$ cat src/rtl/traffic_pkg.sv
// Shared definitions for the intersection controller.
// Contents: light encodings, phase state codes, default timer width and
// helpers that decode a phase into the two light-head values.
package traffic_pkg;

  localparam int unsigned TW_DEFAULT = 6;

  // One-hot {R,Y,G}
  localparam logic [2:0] LIGHT_RED    = 3'b100;
  localparam logic [2:0] LIGHT_YELLOW = 3'b010;
  localparam logic [2:0] LIGHT_GREEN  = 3'b001;

  typedef enum logic [2:0] {
    MainGreen  = 3'd0,
    MainYellow = 3'd1,
    AllRed1    = 3'd2,
    SideGreen  = 3'd3,
    SideYellow = 3'd4,
    AllRed2    = 3'd5
  } state_e;

  function automatic logic [2:0] main_light_of(input state_e st);
    case (st)
      MainGreen:  main_light_of = LIGHT_GREEN;
      MainYellow: main_light_of = LIGHT_YELLOW;
      default:    main_light_of = LIGHT_RED;
    endcase
  endfunction

  function automatic logic [2:0] side_light_of(input state_e st);
    case (st)
      SideGreen:  side_light_of = LIGHT_GREEN;
      SideYellow: side_light_of = LIGHT_YELLOW;
      default:    side_light_of = LIGHT_RED;
    endcase
  endfunction

endpackage

$ cat src/rtl/intersection_controller_if.sv
// Bundle of configuration, request and light signals of the intersection
// controller.
//   cfg_main_green/cfg_side_green/cfg_yellow/cfg_allred : phase durations D
//   side_req/ped_req       : vehicle detect / pedestrian button
//   main_light/side_light  : one-hot {R,Y,G} heads
//   ped_walk               : walk indication for crossing the main road
//   phase                  : current state code (debug)
// master drives cfg/requests, slave (the controller) drives the outputs.
interface intersection_controller_if #(
  parameter int unsigned TW = 6
);
  logic [TW-1:0] cfg_main_green;
  logic [TW-1:0] cfg_side_green;
  logic [TW-1:0] cfg_yellow;
  logic [TW-1:0] cfg_allred;
  logic          side_req;
  logic          ped_req;
  logic [2:0]    main_light;
  logic [2:0]    side_light;
  logic          ped_walk;
  logic [2:0]    phase;

  modport master (
    output cfg_main_green, cfg_side_green, cfg_yellow, cfg_allred, side_req, ped_req,
    input  main_light, side_light, ped_walk, phase
  );

  modport slave (
    input  cfg_main_green, cfg_side_green, cfg_yellow, cfg_allred, side_req, ped_req,
    output main_light, side_light, ped_walk, phase
  );
endinterface

$ cat src/rtl/intersection_controller_phase_timer.sv
// Phase duration down-counter.
//   clk, reset      : clock, asynchronous active-low reset (count -> 0)
//   i_load          : load i_load_val this edge (phase entry)
//   i_load_val      : duration value D; phase lasts D+1 cycles
//   i_hold_at_zero  : stay at zero instead of wrapping
//   o_zero          : count is zero, phase may exit this edge
module phase_timer #(
  parameter int unsigned TW = 6
) (
  input  logic          clk,
  input  logic          reset,
  input  logic          i_load,
  input  logic [TW-1:0] i_load_val,
  input  logic          i_hold_at_zero,
  output logic          o_zero
);

  logic [TW-1:0] r_cnt;
  logic          w_zero;

  assign w_zero = (r_cnt == '0);
  assign o_zero = w_zero;

  always_ff @(posedge clk or negedge reset) begin
    if (!reset) begin
      r_cnt <= '0;
    end else if (i_load) begin
      r_cnt <= i_load_val;
    end else if (!(w_zero && i_hold_at_zero)) begin
      r_cnt <= r_cnt - TW'(1);
    end
  end

endmodule

$ cat src/rtl/intersection_controller.sv
// Two-head intersection sequencer with pedestrian walk.
// Main road rests on green; a pending side or pedestrian request runs one
// full cycle MG -> MY -> AR1 -> SG -> SY -> AR2 -> MG.
//   clk    : system clock
//   reset  : asynchronous active-low reset
//   bus    : intersection_controller_if.slave (cfg, requests, lights, walk, phase)
module intersection_controller
  import traffic_pkg::*;
#(
  parameter int unsigned TW = TW_DEFAULT
) (
  input logic                      clk,
  input logic                      reset,
  intersection_controller_if.slave bus
);

  state_e        r_state;
  state_e        w_state_d;
  logic          r_side_pend;
  logic          r_ped_pend;
  logic          r_ped_walk;
  logic [2:0]    r_main_light;
  logic [2:0]    r_side_light;

  logic          w_zero;
  logic          w_load;
  logic [TW-1:0] w_load_val;
  logic          w_side_in;
  logic          w_ped_in;
  logic          w_enter_sg;
  logic          w_side_pend_d;
  logic          w_ped_pend_d;
  logic          w_ped_walk_d;

  phase_timer #(
    .TW (TW)
  ) u_timer (
    .clk            (clk),
    .reset          (reset),
    .i_load         (w_load),
    .i_load_val     (w_load_val),
    .i_hold_at_zero (r_state == MainGreen),
    .o_zero         (w_zero)
  );

  // Request qualification: side ignored throughout SG, pedestrian only while walk is shown.
  assign w_side_in = bus.side_req && (r_state != SideGreen);
  assign w_ped_in  = bus.ped_req && !((r_state == SideGreen) && r_ped_walk);

  always_comb begin
    w_state_d  = r_state;
    w_load     = 1'b0;
    w_load_val = '0;
    case (r_state)
      MainGreen: begin
        if (w_zero && (r_side_pend || r_ped_pend)) begin
          w_state_d  = MainYellow;
          w_load     = 1'b1;
          w_load_val = bus.cfg_yellow;
        end
      end
      MainYellow: begin
        if (w_zero) begin
          w_state_d  = AllRed1;
          w_load     = 1'b1;
          w_load_val = bus.cfg_allred;
        end
      end
      AllRed1: begin
        if (w_zero) begin
          w_state_d  = SideGreen;
          w_load     = 1'b1;
          w_load_val = bus.cfg_side_green;
        end
      end
      SideGreen: begin
        if (w_zero) begin
          w_state_d  = SideYellow;
          w_load     = 1'b1;
          w_load_val = bus.cfg_yellow;
        end
      end
      SideYellow: begin
        if (w_zero) begin
          w_state_d  = AllRed2;
          w_load     = 1'b1;
          w_load_val = bus.cfg_allred;
        end
      end
      AllRed2: begin
        if (w_zero) begin
          w_state_d  = MainGreen;
          w_load     = 1'b1;
          w_load_val = bus.cfg_main_green;
        end
      end
      default: begin
        // Corrupted code: park in clearance with an expired timer
        w_state_d  = AllRed2;
        w_load     = 1'b1;
        w_load_val = '0;
      end
    endcase
  end

  assign w_enter_sg = (w_state_d == SideGreen) && (r_state != SideGreen);

  always_comb begin
    w_side_pend_d = r_side_pend || w_side_in;
    w_ped_pend_d  = r_ped_pend || w_ped_in;
    w_ped_walk_d  = 1'b0;
    if (w_enter_sg) begin
      // Clear wins over a same-edge set; that request is served by this cycle
      w_side_pend_d = 1'b0;
      w_ped_pend_d  = 1'b0;
      w_ped_walk_d  = r_ped_pend || w_ped_in;
    end else if (w_state_d == SideGreen) begin
      w_ped_walk_d  = r_ped_walk;
    end
  end

  always_ff @(posedge clk or negedge reset) begin
    if (!reset) begin
      r_state      <= AllRed2;
      r_side_pend  <= 1'b0;
      r_ped_pend   <= 1'b0;
      r_ped_walk   <= 1'b0;
      r_main_light <= LIGHT_RED;
      r_side_light <= LIGHT_RED;
    end else begin
      r_state      <= w_state_d;
      r_side_pend  <= w_side_pend_d;
      r_ped_pend   <= w_ped_pend_d;
      r_ped_walk   <= w_ped_walk_d;
      // Lights registered from next state so they switch with the state, glitch-free
      r_main_light <= main_light_of(w_state_d);
      r_side_light <= side_light_of(w_state_d);
    end
  end

  assign bus.main_light = r_main_light;
  assign bus.side_light = r_side_light;
  assign bus.ped_walk   = r_ped_walk;
  assign bus.phase      = r_state;

endmodule

$ cat src/flat_wrapper.sv
// flat-port wrapper written by rule: the top's interface ports become plain ports
module intersection_controller_flat import traffic_pkg::*;
#(
  parameter int unsigned TW = TW_DEFAULT
)
  (clk, reset, bus_cfg_main_green, bus_cfg_side_green, bus_cfg_yellow, bus_cfg_allred, bus_side_req, bus_ped_req, bus_main_light, bus_side_light, bus_ped_walk, bus_phase);
  intersection_controller_if #(.TW(TW)) bus_i ();
  input logic clk;
  input logic reset;
  input wire logic [$bits(bus_i.cfg_main_green)-1:0] bus_cfg_main_green;
  input wire logic [$bits(bus_i.cfg_side_green)-1:0] bus_cfg_side_green;
  input wire logic [$bits(bus_i.cfg_yellow)-1:0] bus_cfg_yellow;
  input wire logic [$bits(bus_i.cfg_allred)-1:0] bus_cfg_allred;
  input wire logic [$bits(bus_i.side_req)-1:0] bus_side_req;
  input wire logic [$bits(bus_i.ped_req)-1:0] bus_ped_req;
  output wire logic [$bits(bus_i.main_light)-1:0] bus_main_light;
  output wire logic [$bits(bus_i.side_light)-1:0] bus_side_light;
  output wire logic [$bits(bus_i.ped_walk)-1:0] bus_ped_walk;
  output wire logic [$bits(bus_i.phase)-1:0] bus_phase;
  assign bus_i.cfg_main_green = bus_cfg_main_green;
  assign bus_i.cfg_side_green = bus_cfg_side_green;
  assign bus_i.cfg_yellow = bus_cfg_yellow;
  assign bus_i.cfg_allred = bus_cfg_allred;
  assign bus_i.side_req = bus_side_req;
  assign bus_i.ped_req = bus_ped_req;
  assign bus_main_light = bus_i.main_light;
  assign bus_side_light = bus_i.side_light;
  assign bus_ped_walk = bus_i.ped_walk;
  assign bus_phase = bus_i.phase;
  intersection_controller #(.TW(TW)) u_core (.clk(clk), .reset(reset), .bus(bus_i));
endmodule
$ cat config.mk
export PLATFORM = sky130hd
export DESIGN_NAME = intersection_controller_flat
export DESIGN_NICKNAME = d
export VERILOG_FILES = /design/src/rtl/traffic_pkg.sv /design/src/rtl/intersection_controller_if.sv /design/src/rtl/intersection_controller_phase_timer.sv /design/src/rtl/intersection_controller.sv /design/src/flat_wrapper.sv
export SDC_FILE = /design/constraint.sdc
export NUM_CORES = 1
export LEC_CHECK = 0
export CAP_MARGIN = 10
export CORE_MARGIN = 2
export CORE_UTILIZATION = 40
export CTS_CLUSTER_DIAMETER = 150
export DETAILED_ROUTE_END_ITERATION = 10
export GPL_ROUTABILITY_DRIVEN = 0
export PLACE_DENSITY = 0.7
export SYNTH_ARGS = -nofsm -noshare
export SYNTH_HDL_FRONTEND = slang
export SYNTH_SLANG_ARGS = --single-unit
$ cat constraint.sdc
create_clock -name clk -period 2.3 [get_ports clk]
set_clock_uncertainty 0.1 [all_clocks]
set_input_delay 0.23 -clock clk [delete_from_list [all_inputs] [get_ports clk]]
set_output_delay 0.23 -clock clk [all_outputs]
set_load 0.005 [all_outputs]
**Word-level counts from Yosys, hierarchy flattened**

Index checks and enable logic that the tools add are counted.

- $add $sub $neg: 1
- Eq/ne operators: 11
- Mux-type cells: 24
- Reductions and logical operators: 15

Operators by type and width:

| operator | number |
|---|---|
| two-way mux 6 bit | 7 |
| case mux 6 bit (5 select lines) | 1 |
| two-way mux 3 bit | 6 |
| case mux 3 bit (6 select lines) | 1 |
| case mux 3 bit (2 select lines) | 2 |
| equality test 3 x 2 -> 1 bit (second input constant) | 3 |
| equality test 3 bit (second input constant) | 3 |
| equality test 3 x 1 -> 1 bit (second input constant) | 2 |
| logical AND 1 bit | 6 |
| logical NOT 3 bit | 2 |
| logical NOT 6 bit | 1 |
| two-way mux 1 bit | 6 |
| subtractor 6 x 1 -> 6 bit (second input constant) | 1 |
| OR reduction 5 bit | 1 |
| logical OR 1 bit | 3 |
| != test 3 x 2 -> 1 bit (second input constant) | 1 |
| != test 2 x 1 -> 1 bit (second input constant) | 1 |
| != test 2 bit (second input constant) | 1 |
| case mux 1 bit (2 select lines) | 1 |
| OR reduction 2 bit | 1 |
| logical NOT 1 bit | 1 |

- Bits in registers: 18
- Bits of input ports: 28
- Output and inout bits: 10
- Word-level logic and storage cells: 58

**Longest topological paths before layout**

Gate-level depths: netlist (run 1).

- Depth after elaboration: 7
- Depth in mapped cells: 7
- Depth with buffers taken out: 7

**Cells and area by module**

From an unflattened synthesis (run 1), not the netlist that was laid out.

- Cell total of the unflattened synthesis: 142
- Area total of the unflattened synthesis: 1,333.8 um^2

By module, submodules not included:

| module | instances | cells each | area each (um^2) | sequential area each (um^2) |
|---|---|---|---|---|
| intersection_controller | 1 | 100 | 948.4 | 305.3 |
| phase_timer | 1 | 42 | 385.4 | 150.1 |

**Least setup slack after synthesis (run 1)**

OpenSTA, ideal clock, no wires.

- Kind: reg2reg
- Start: reg u_core.u_timer.r_cnt[0]
- End: reg u_core.r_side_light[1], in the netlist u_core.bus.side_light[1]
- Library setup time: 120 ps
- Arrival: 1,545 ps
- Required time: 2,080 ps
- Slack: 535 ps
- Stages on the path, launching flop included: 7
- Path buffers: 0
- Clock period less this slack: 1,765 ps
- Cell sequence: dfrtp_1 > inv_1 > ha_1 > nor3b_2 > nand2_1 > o221a_4 > and2_2

- Word-level cells in the longest chain between the ends: 6
- Elaborated cells on any way between the ends: 12
- Those cells by class: eq/ne (2); mux (8); reduce/logical (2)

Ends and longest elaborated chain:

| what | RTL line | text |
|---|---|---|
| start: declaration | intersection_controller_phase_timer.sv:18 | `logic [TW-1:0] r_cnt;` |
| start signal: assignment | intersection_controller_phase_timer.sv:28 | `r_cnt <= i_load_val;` |
| start signal: assignment | intersection_controller_phase_timer.sv:30 | `r_cnt <= r_cnt - TW'(1);` |
| logical NOT 6 bit (*) | intersection_controller_phase_timer.sv:21 | `assign w_zero = (r_cnt == '0);` |
| logical AND 1 bit | intersection_controller.sv:56 | `if (w_zero && (r_side_pend \|\| r_ped_pend)) begin` |
| two-way mux 3 bit | intersection_controller.sv:56 |  |
| case mux 3 bit (6 select lines) (*) | intersection_controller.sv:54 | `case (r_state)` |
| equality test 3 bit or equality test 3 x 2 -> 1 bit (tied branches) | traffic_pkg.sv:31 | `case (st)` |
| case mux 3 bit (2 select lines) (*) | traffic_pkg.sv:31 |  |
| end signal: assignment | intersection_controller.sv:137 | `r_side_light <= side_light_of(w_state_d);` |
| end: declaration | intersection_controller.sv:23 | `logic [2:0] r_side_light;` |

Mark *: on every way between the ends. The rest lies on a longest branch, timed or not.
A chain may end at the register's enable or synchronous reset.

**Worst setup path after layout (run 1)**

- Start: reg u_core.r_state[1], in the netlist u_core.bus.phase[1]
- End: out bus_phase[1]

RTL lines:

| what | RTL line | text |
|---|---|---|
| start: declaration | intersection_controller.sv:17 | `state_e r_state;` |
| start signal: assignment | intersection_controller.sv:124 | `r_state <= AllRed2;` |
| start signal: assignment | intersection_controller.sv:131 | `r_state <= w_state_d;` |
| end: declaration | flat_wrapper.sv:19 | `output wire logic [$bits(bus_i.phase)-1:0] bus_phase;` |

No word-level cell between the ends.

==> out/metrics.yaml, run 1 <==
synth_flop_cell: "dfrtp_1"
dieArea_sq_um: 3660
path_cells: "clkdlybuf4s50_1"
hold_buffers: 0
die_x_microns: 60.5
synth.cell_area_sq_um: 1280
slew_viol_final: 0
maxCapViolCount: 0
synth-seq-cells: 18
wl_per_cell_microns: 14.3
crit_type: "flop to output pin"
postRouteAntennaNets: 0
finish.utilization: 0.562
crit_fanout: 19
numCtsBuffers: 3
setup_violations: 0
gr-total-overflow: 0
grt_pass1_wl_mm: 5.00
core_area_sq_um: 3050
cts_tree: "yes"
layout.nets: 200
vias: 1138
powerDensity_nw_per_um2: 342
endpoint_kind: "output pin"
clkTransAtPathRegs_ps: 110
yosys_warnings: 0
io_pins: 38
start_util: 0.418
grtUsageTotal: 0.183
firstDrtPassIters: 5
swShare: 0.208
hold_viol: 0
maxSlewHeadroom: 0.576
rows: 20
fmax_ghz: 0.499
grt_max_degree: 21
intPower_w: 0.000466
synth_common_cells: "mux2i_1 (17), a21oi_1 (15), dfrtp_1 (14)"
first_iter_violations: 51
leakage_nw: 0.606
fin_crit_sh: 0.872
final_area_sq_um: 1720
finalWirelength_mm: 3.05
ys_async_sr_fraction: 1.00
post-route-drc-count: 0
cts_sinks: 18
post_cts_buffers: 0
yosys.area.top_type: "dfrtp_1"
first_global_vias: 1126
fin_setup_tns_ps: 0
portBuffers: 37
yosysTopAreaCellShare: 0.275
cts_max_level: 1
rsz0062_at_grt: "false"
syn_to_final_growth_pct: 34.5
clk_latency_ps: 290
vias_per_cell: 5.32
synth-edff-count: 0
critPathRequiredTime_ps: 1970
ys_seq_area_frac: 0.357
num_antenna_cells: 0
min_period_ps: 2010
start_kind: "flop"
layout-drive-gt1-share: 0.153
seqPwrFrac: 0.539
p_clk_frac: 0.331
switchingPower_w: 0.000122
tightest_slew_ps: 636
outcome: "complete, no violations"
combPwrFrac: 0.130
cts-resized-gates: 0
synth_fp_nets: 163
hold_path.class: "input port to asynchronous set/reset pin"
cp_slowest_stage_delay_ps: 770
synth.distinct_cells: 42
synth_area_leaders: "dfrtp_1 (27%), mux2i_1 (13%), dfstp_2 (8.2%)"
place_area_sq_um: 1680
fill_cells: 285
cts_buffer_depth: 2
syn_inst: 134
yosysMostFrequentCell: "mux2i_1"
dpl.hpwl_mm: 2.39
arrival_ps: 1680
die_h_microns: 60.5
ir_drop_uv: 127
critPathTopFamily: "flip-flops"
root_buffer: "clkbuf_4"
cpMaxStageDelayCell: "dfrtp_1"
path_buf_inv: 1
antenna_found_initial: 0
syn_avg_cell_area_sq_um: 9.52
==> logic make-up (layout without fill, tap and decap cells) <==
group,Yosys count,after routing,synth area share
mux,21,21,0.169
flops,18,18,0.357
simple gates,46,46,0.216
fa+ha+maj,1,1,0.00980
buf+inv,11,47,0.0402
compound gates,33,33,0.181
xor+xnor,4,4,0.0275
==> worst paths after layout <==
kind	slack (ps)	depth (start not counted)	startpoint	end
max reg2reg	360	6	u_core.u_timer.r_cnt[0]$_DFFE_PN0P_	u_core.bus.side_light[1]$_DFF_PN0_
max	290	1	u_core.bus.phase[1]$_DFF_PN0_	bus_phase[1]
min reg2reg	470	2	u_core.r_side_pend$_DFF_PN0_	u_core.r_side_pend$_DFF_PN0_
min	160	2	reset	u_core.bus.main_light[0]$_DFF_PN0_
max in group asynchronous	1680	2	reset	u_core.bus.side_light[2]$_DFF_PN1_
min in group clk	450	3	bus_side_req	u_core.r_side_pend$_DFF_PN0_
==> metal layers <==
metal,GRT usage,part of all wire,vias to the layer above,wire [microns]
met4,0.0559,0.011,0,34
li1,-,-,559,-
met2,0.349,0.52,48,1600
met5,0,0,-,0
met1,0.213,0.41,529,1240
met3,0.0192,0.058,2,178
==> cell usage in the layout (no fill, tap or decap), drive strengths merged, types with 3 or more instances in the layout <==
master,instances
a21oi,15
clkbuf,4
clkdlybuf4s50,37
dfrtp,14
dfstp,4
inv,4
mux2,4
mux2i,17
nand2,8
nand2b,4
nand3,5
nor2,11
nor2b,4
nor3,4
o21ai,4
xnor2,3
==> power by group through the flow <==
stage	logic [W]	registers, W	clock network [W]
2_1_floorplan	0.0000166	0.000323	0
3_3_place_gp	0.0000751	0.000323	0
3_5_place_dp	0.0000772	0.000323	0
4_1_cts	0.0000776	0.000317	0.000199
5_1_grt	0.0000830	0.000317	0.000221
6_report	0.0000762	0.000317	0.000195
==> stage by stage <==
stage / power, W / std cells / hold slack, ps / worst slack (ps)
finish: 0.000588 / 214 / 161 / 295
global route: 0.000621 / 214 / 165 / 190
CTS: 0.000594 / 214 / 167 / 297
detailed placement: 0.000400 / 210 / 441 / 390
global placement: 0.000398 / 210 / 430 / 440
floorplan: 0.000339 / 134 / -166 / 535
==> sequential cells by signal, indices dropped and copies added (netlist names) <==
name,cells
u_core.bus.main_light,3
u_core.bus.ped_walk,1
u_core.bus.phase,3
u_core.bus.side_light,3
u_core.r_ped_pend,1
u_core.r_side_pend,1
u_core.u_timer.r_cnt,6
==> area by class of cell <==
type | count | area [sq um] | area share
repair buffers | 39 | 385 | 0.224
well taps | 44 | 55.1 | 0.0321
inverters | 4 | 15.0 | 0.00875
multi-input cells | 105 | 769 | 0.448
flip-flops and latches | 18 | 455 | 0.265
clock buffers | 4 | 36.3 | 0.0211
(Power assumes the default switching activity.)
==> run 2: changes to the inputs <==
--- a/config.mk
+++ b/config.mk
@@ -6,7 +6,7 @@
 export NUM_CORES = 1
 export LEC_CHECK = 0
 export CAP_MARGIN = 10
-export CORE_MARGIN = 2
+export CORE_MARGIN = 5
 export CORE_UTILIZATION = 40
 export CTS_CLUSTER_DIAMETER = 150
 export DETAILED_ROUTE_END_ITERATION = 10
==> out/metrics.yaml, run 2 (synthesis results as in run 1) <==
finalWirelength_mm: 3.26  # +6.9%
outcome: "complete, no violations"
vias: 1158  # +1.8%
num_antenna_cells: 0  # unchanged
fill_cells: 289  # +1.4%
cts_sinks: 18  # unchanged
hold_buffers: 0  # unchanged
post_cts_buffers: 0  # unchanged
maxSlewHeadroom: 0.581  # +0.00550
dpl.hpwl_mm: 2.53  # +5.8%
stdcell_count: 214  # unchanged
portBuffers: 37  # unchanged
syn_to_final_growth_pct: 33.7
layout.nets: 200  # unchanged
multi_input_area_sq_um: 769  # unchanged
grtUsageTotal: 0.164  # -0.0184
antenna_found_initial: 0  # unchanged
die_h_microns: 66.5  # +9.9%
critPathTopFamily: "flip-flops"
grt_max_degree: 21  # unchanged
die_x_microns: 66.5  # +9.9%
arrival_ps: 1700  # +20 ps
cts-resized-gates: 0  # unchanged
tightest_slew_ps: 628  # -8.25 ps
final_area_sq_um: 1710  # -0.58%
crit_type: "flop to output pin"
setup_violations: 0  # unchanged
fin_crit_sh: 0.881  # +0.00919
first_global_vias: 1244  # +10%
hold_path.class: "input port to asynchronous set/reset pin"
rows: 20  # unchanged
start_util: 0.418  # unchanged
slew_viol_final: 0  # unchanged
dieArea_sq_um: 4420  # +21%
post-route-drc-count: 0  # unchanged
layout_common_cells: "clkdlybuf4s50_1 (37), mux2i_1 (17), a21oi_1 (15)"
path_cells: "clkdlybuf4s50_1"
numCtsBuffers: 3  # unchanged
root_buffer: "clkbuf_4"
crit_fanout: 19  # unchanged
area.sequential_sq_um: 455  # unchanged
clkTransAtPathRegs_ps: 110  # about the same
start_kind: "flop"
cts_max_level: 1  # unchanged
fin_setup_tns_ps: 0  # unchanged
hold_viol: 0  # unchanged
first_iter_violations: 56  # +9.8%
largest_reg_flops: 6  # unchanged
io_pins: 38  # unchanged
endpoint_kind: "output pin"
vias_per_cell: 5.41  # +1.8%
cts_tree: "yes"
fmax_ghz: 0.493  # -1.0%
cpMaxStageDelayCell: "dfrtp_1"
leakage_nw: 0.600  # -0.99%
wl_per_cell_microns: 15.2  # +6.9%
min_period_ps: 2030  # +21.1 ps
layout-drive-gt1-share: 0.147  # -0.00588
cp_slowest_stage_delay_ps: 760  # about the same
finish.utilization: 0.559  # -0.00328
gr-total-overflow: 0  # unchanged
place_area_sq_um: 1680  # unchanged
core_area_sq_um: 3050  # unchanged
postRouteAntennaNets: 0  # unchanged
ir_drop_uv: 144  # +14%
path_buf_inv: 1  # unchanged
rsz0062_at_grt: "false"
dp.cells: 210  # unchanged
top_register: "u_core.u_timer.r_cnt"
powerDensity_nw_per_um2: 333  # -2.6%
clk_latency_ps: 310  # +20 ps
maxCapViolCount: 0  # unchanged
firstDrtPassIters: 4  # -1
cts_buffer_depth: 2  # unchanged
critPathRequiredTime_ps: 1970  # about the same
mostFrequentLayoutCell: "clkdlybuf4s50_1"
grt_pass1_wl_mm: 5.51  # +10%
==> run 2: final timing paths <==
check                                                 endpoint  cells past startpoint  slack, ps                           from
min in group clk                  u_core.r_side_pend$_DFF_PN0_                      3        420                   bus_side_req
min reg2reg                       u_core.r_side_pend$_DFF_PN0_                      2        470   u_core.r_side_pend$_DFF_PN0_
max in group asynchronous   u_core.bus.side_light[2]$_DFF_PN1_                      2       1700                          reset
max reg2reg                u_core.u_timer.r_cnt[4]$_DFFE_PN0P_                      5        350  u_core.bus.phase[0]$_DFF_PN1_
max                                               bus_phase[1]                      1        270  u_core.bus.phase[1]$_DFF_PN0_
min                              u_core.bus.phase[1]$_DFF_PN0_                      2        140                          reset
==> run 2: layout make-up <==
| cell class | instances | area share |
|---|---|---|
| clock buffer | 4 | 0.0154 |
| timing repair buffer | 39 | 0.226 |
| tap | 44 | 0.0323 |
| multi-input combinational | 105 | 0.451 |
| inverter | 4 | 0.00880 |
| sequential | 18 | 0.267 |
==> run 2: metal layers <==
metal | track usage | share of wire | vias to the layer above
met5 | 0 | 0 | -
met1 | 0.188 | 0.41 | 545
met2 | 0.287 | 0.49 | 47
met3 | 0.0287 | 0.064 | 9
met4 | 0.0888 | 0.032 | 0
li1 | - | - | 557
==> run 2: metrics by stage <==
step / setup slack [ps] / hold WS (ps) / total power (W)
final: 274 / 138 / 0.000569
after global routing: 183 / 172 / 0.000587
after CTS: 279 / 152 / 0.000571
after detailed placement: 371 / 437 / 0.000400
after global placement: 425 / 431 / 0.000398
after floorplan: 535 / -166 / 0.000339
==> run 2: where the power goes <==
group | switching (W) | total, W | internal [W]
logic | 0.0000237 | 0.0000764 | 0.0000527
clock network | 0.000108 | 0.000176 | 0.0000678
registers | 0.000000000000000000155 | 0.000317 | 0.000317
==> run 3: changes to the inputs <==
--- a/config.mk
+++ b/config.mk
@@ -6,7 +6,6 @@
 export NUM_CORES = 1
 export LEC_CHECK = 0
 export CAP_MARGIN = 10
-export CORE_MARGIN = 5
 export CORE_UTILIZATION = 40
 export CTS_CLUSTER_DIAMETER = 150
 export DETAILED_ROUTE_END_ITERATION = 10
==> out/metrics.yaml, run 3 (synthesis results as in run 1) <==
cp_slowest_stage_delay_ps: 740  # -20 ps
wl_per_cell_microns: 13.5  # -11%
numCtsBuffers: 3  # unchanged
p_total_w: 0.000588  # +3.3%
grt_pass1_wl_mm: 4.82  # -13%
layout_common_cells: "clkdlybuf4s50_1 (37), mux2i_1 (17), a21oi_1 (15)"
maxSlewHeadroom: 0.470  # -0.111
switchingPower_w: 0.000123  # -6.8%
mostFrequentLayoutCell: "clkdlybuf4s50_1"
start_util: 0.421  # +0.00345
num_antenna_cells: 0  # unchanged
io_pins: 38  # unchanged
post-route-drc-count: 0  # unchanged
reg2reg_from: "u_core.u_timer.r_cnt[0]$_DFFE_PN0P_"
rsz0062_at_grt: "false"
slew_viol_final: 0  # unchanged
top_register: "u_core.u_timer.r_cnt"
cts-resized-gates: 0  # unchanged
r2r-end: "u_core.bus.side_light[1]$_DFF_PN0_"
clk_latency_ps: 300  # about the same
die_x_microns: 58.5  # -12%
ir_drop_uv: 201  # +40%
stdcell_count: 213  # -0.47%
gr-total-overflow: 0  # unchanged
core_area_sq_um: 3030  # -0.82%
cp.depth: 1  # unchanged
holdWs_ps: 277  # +139 ps
rows: 20  # unchanged
cts_max_level: 1  # unchanged
cts_buffer_depth: 2  # unchanged
cts_sinks: 18  # unchanged
dp.cells: 209  # -0.48%
layout.nets: 199  # -0.50%
first_global_vias: 1098  # -12%
maxCapViolCount: 0  # unchanged
crit_fanout: 19  # unchanged
hold_buffers: 0  # unchanged
r2r.worst_path.cells: 6  # +1
seqPwrFrac: 0.539  # -0.018
cpMaxStageDelayCell: "dfrtp_1"
outcome: "complete, no violations"
setup_violations: 0  # unchanged
combPwrFrac: 0.125  # -0.009
grt_max_degree: 21  # unchanged
powerDensity_nw_per_um2: 341  # +2.4%
antenna_found_initial: 0  # unchanged
endpoint_kind: "output pin"
fin_crit_sh: 0.865  # -0.0159
root_buffer: "clkbuf_4"
post_cts_buffers: 0  # unchanged
crit_type: "flop to output pin"
portBuffers: 37  # unchanged
hold_path.class: "input port to asynchronous set/reset pin"
arrival_ps: 1660  # -40 ps
critPathTopFamily: "flip-flops"
dpl.hpwl_mm: 2.25  # -11%
leakage_nw: 0.604  # +0.65%
finalWirelength_mm: 2.88  # -12%
vias: 1111  # -4.1%
hold_viol: 0  # unchanged
fin_setup_tns_ps: 0  # unchanged
postRouteAntennaNets: 0  # unchanged
path_buf_inv: 1  # unchanged
start_kind: "flop"
path_cells: "clkdlybuf4s50_1"
syn_to_final_growth_pct: 34.9
dieArea_sq_um: 3420  # -23%
r2r_slack_ps: 360  # about the same
firstDrtPassIters: 4  # unchanged
first_iter_violations: 32  # -43%
min_period_ps: 1990  # -36.6 ps
intPower_w: 0.000465  # +6.3%
cts_tree: "yes"
fmax_ghz: 0.503  # +1.8%
largest_reg_flops: 6  # unchanged
layout-drive-gt1-share: 0.148  # +0.000870
swShare: 0.209  # -0.0226
die_h_microns: 58.5  # -12%
clkTransAtPathRegs_ps: 100  # about the same
grtUsageTotal: 0.191  # +0.0263
vias_per_cell: 5.22  # -3.6%
critPathRequiredTime_ps: 1970  # about the same
tightest_slew_ps: 792  # +164 ps
p_clk_frac: 0.337  # +0.028
[run 3: cell count changes in the layout (fill, tap and decap cells not counted)]
cell and change:
buf_4 -2, buf_12 +1, clkbuf_8 +1, clkbuf_1 -1
[run 3: how the worst max path moves through the flow]
stage                                             start                            endpoint  slack [ps]
floorplan           u_core.u_timer.r_cnt[0]$_DFFE_PN0P_  u_core.bus.side_light[1]$_DFF_PN0_         530
global placement    u_core.u_timer.r_cnt[0]$_DFFE_PN0P_  u_core.bus.side_light[1]$_DFF_PN0_         470
detailed placement  u_core.u_timer.r_cnt[0]$_DFFE_PN0P_  u_core.bus.side_light[1]$_DFF_PN0_         410
CTS                       u_core.bus.phase[1]$_DFF_PN0_                        bus_phase[1]         270
global route              u_core.bus.phase[1]$_DFF_PN0_                        bus_phase[1]         200
finish                    u_core.bus.phase[1]$_DFF_PN0_                        bus_phase[1]         310
[run 3: layer usage]
layer | up-vias | share of wire | GRT usage | routed length, microns
li1 | 555 | - | - | -
met1 | 513 | 0.41 | 0.200 | 1180
met2 | 38 | 0.52 | 0.363 | 1490
met3 | 5 | 0.050 | 0.0286 | 143
met4 | 0 | 0.024 | 0.102 | 69
met5 | - | 0 | 0 | 0
[run 3: final cells by class]
cell class	instances	area, sq um
Inverter	4	15.0
Fill cell	281	1310
Sequential cell	18	455
Multi-Input combinational cell	105	769
Tap cell	44	55.1
Clock buffer	4	36.3
Timing Repair Buffer	38	390
[run 3: stage by stage]
step                      setup WS [ps]   util  instance area, sq um
final                               310  0.569                  1720
after global routing                197  0.569                  1720
after CTS                           268  0.569                  1720
after detailed placement            406  0.557                  1690
after global placement              475  0.557                  1690
after floorplan                     535      -                  1280
[run 3: power groups by stage]
stage	sequential (W)	clock (W)	combinational [W]
2_1_floorplan	0.000323	0	0.0000166
3_3_place_gp	0.000323	0	0.0000737
3_5_place_dp	0.000323	0	0.0000745
4_1_cts	0.000317	0.000206	0.0000747
5_1_grt	0.000317	0.000221	0.0000804
6_report	0.000317	0.000198	0.0000732
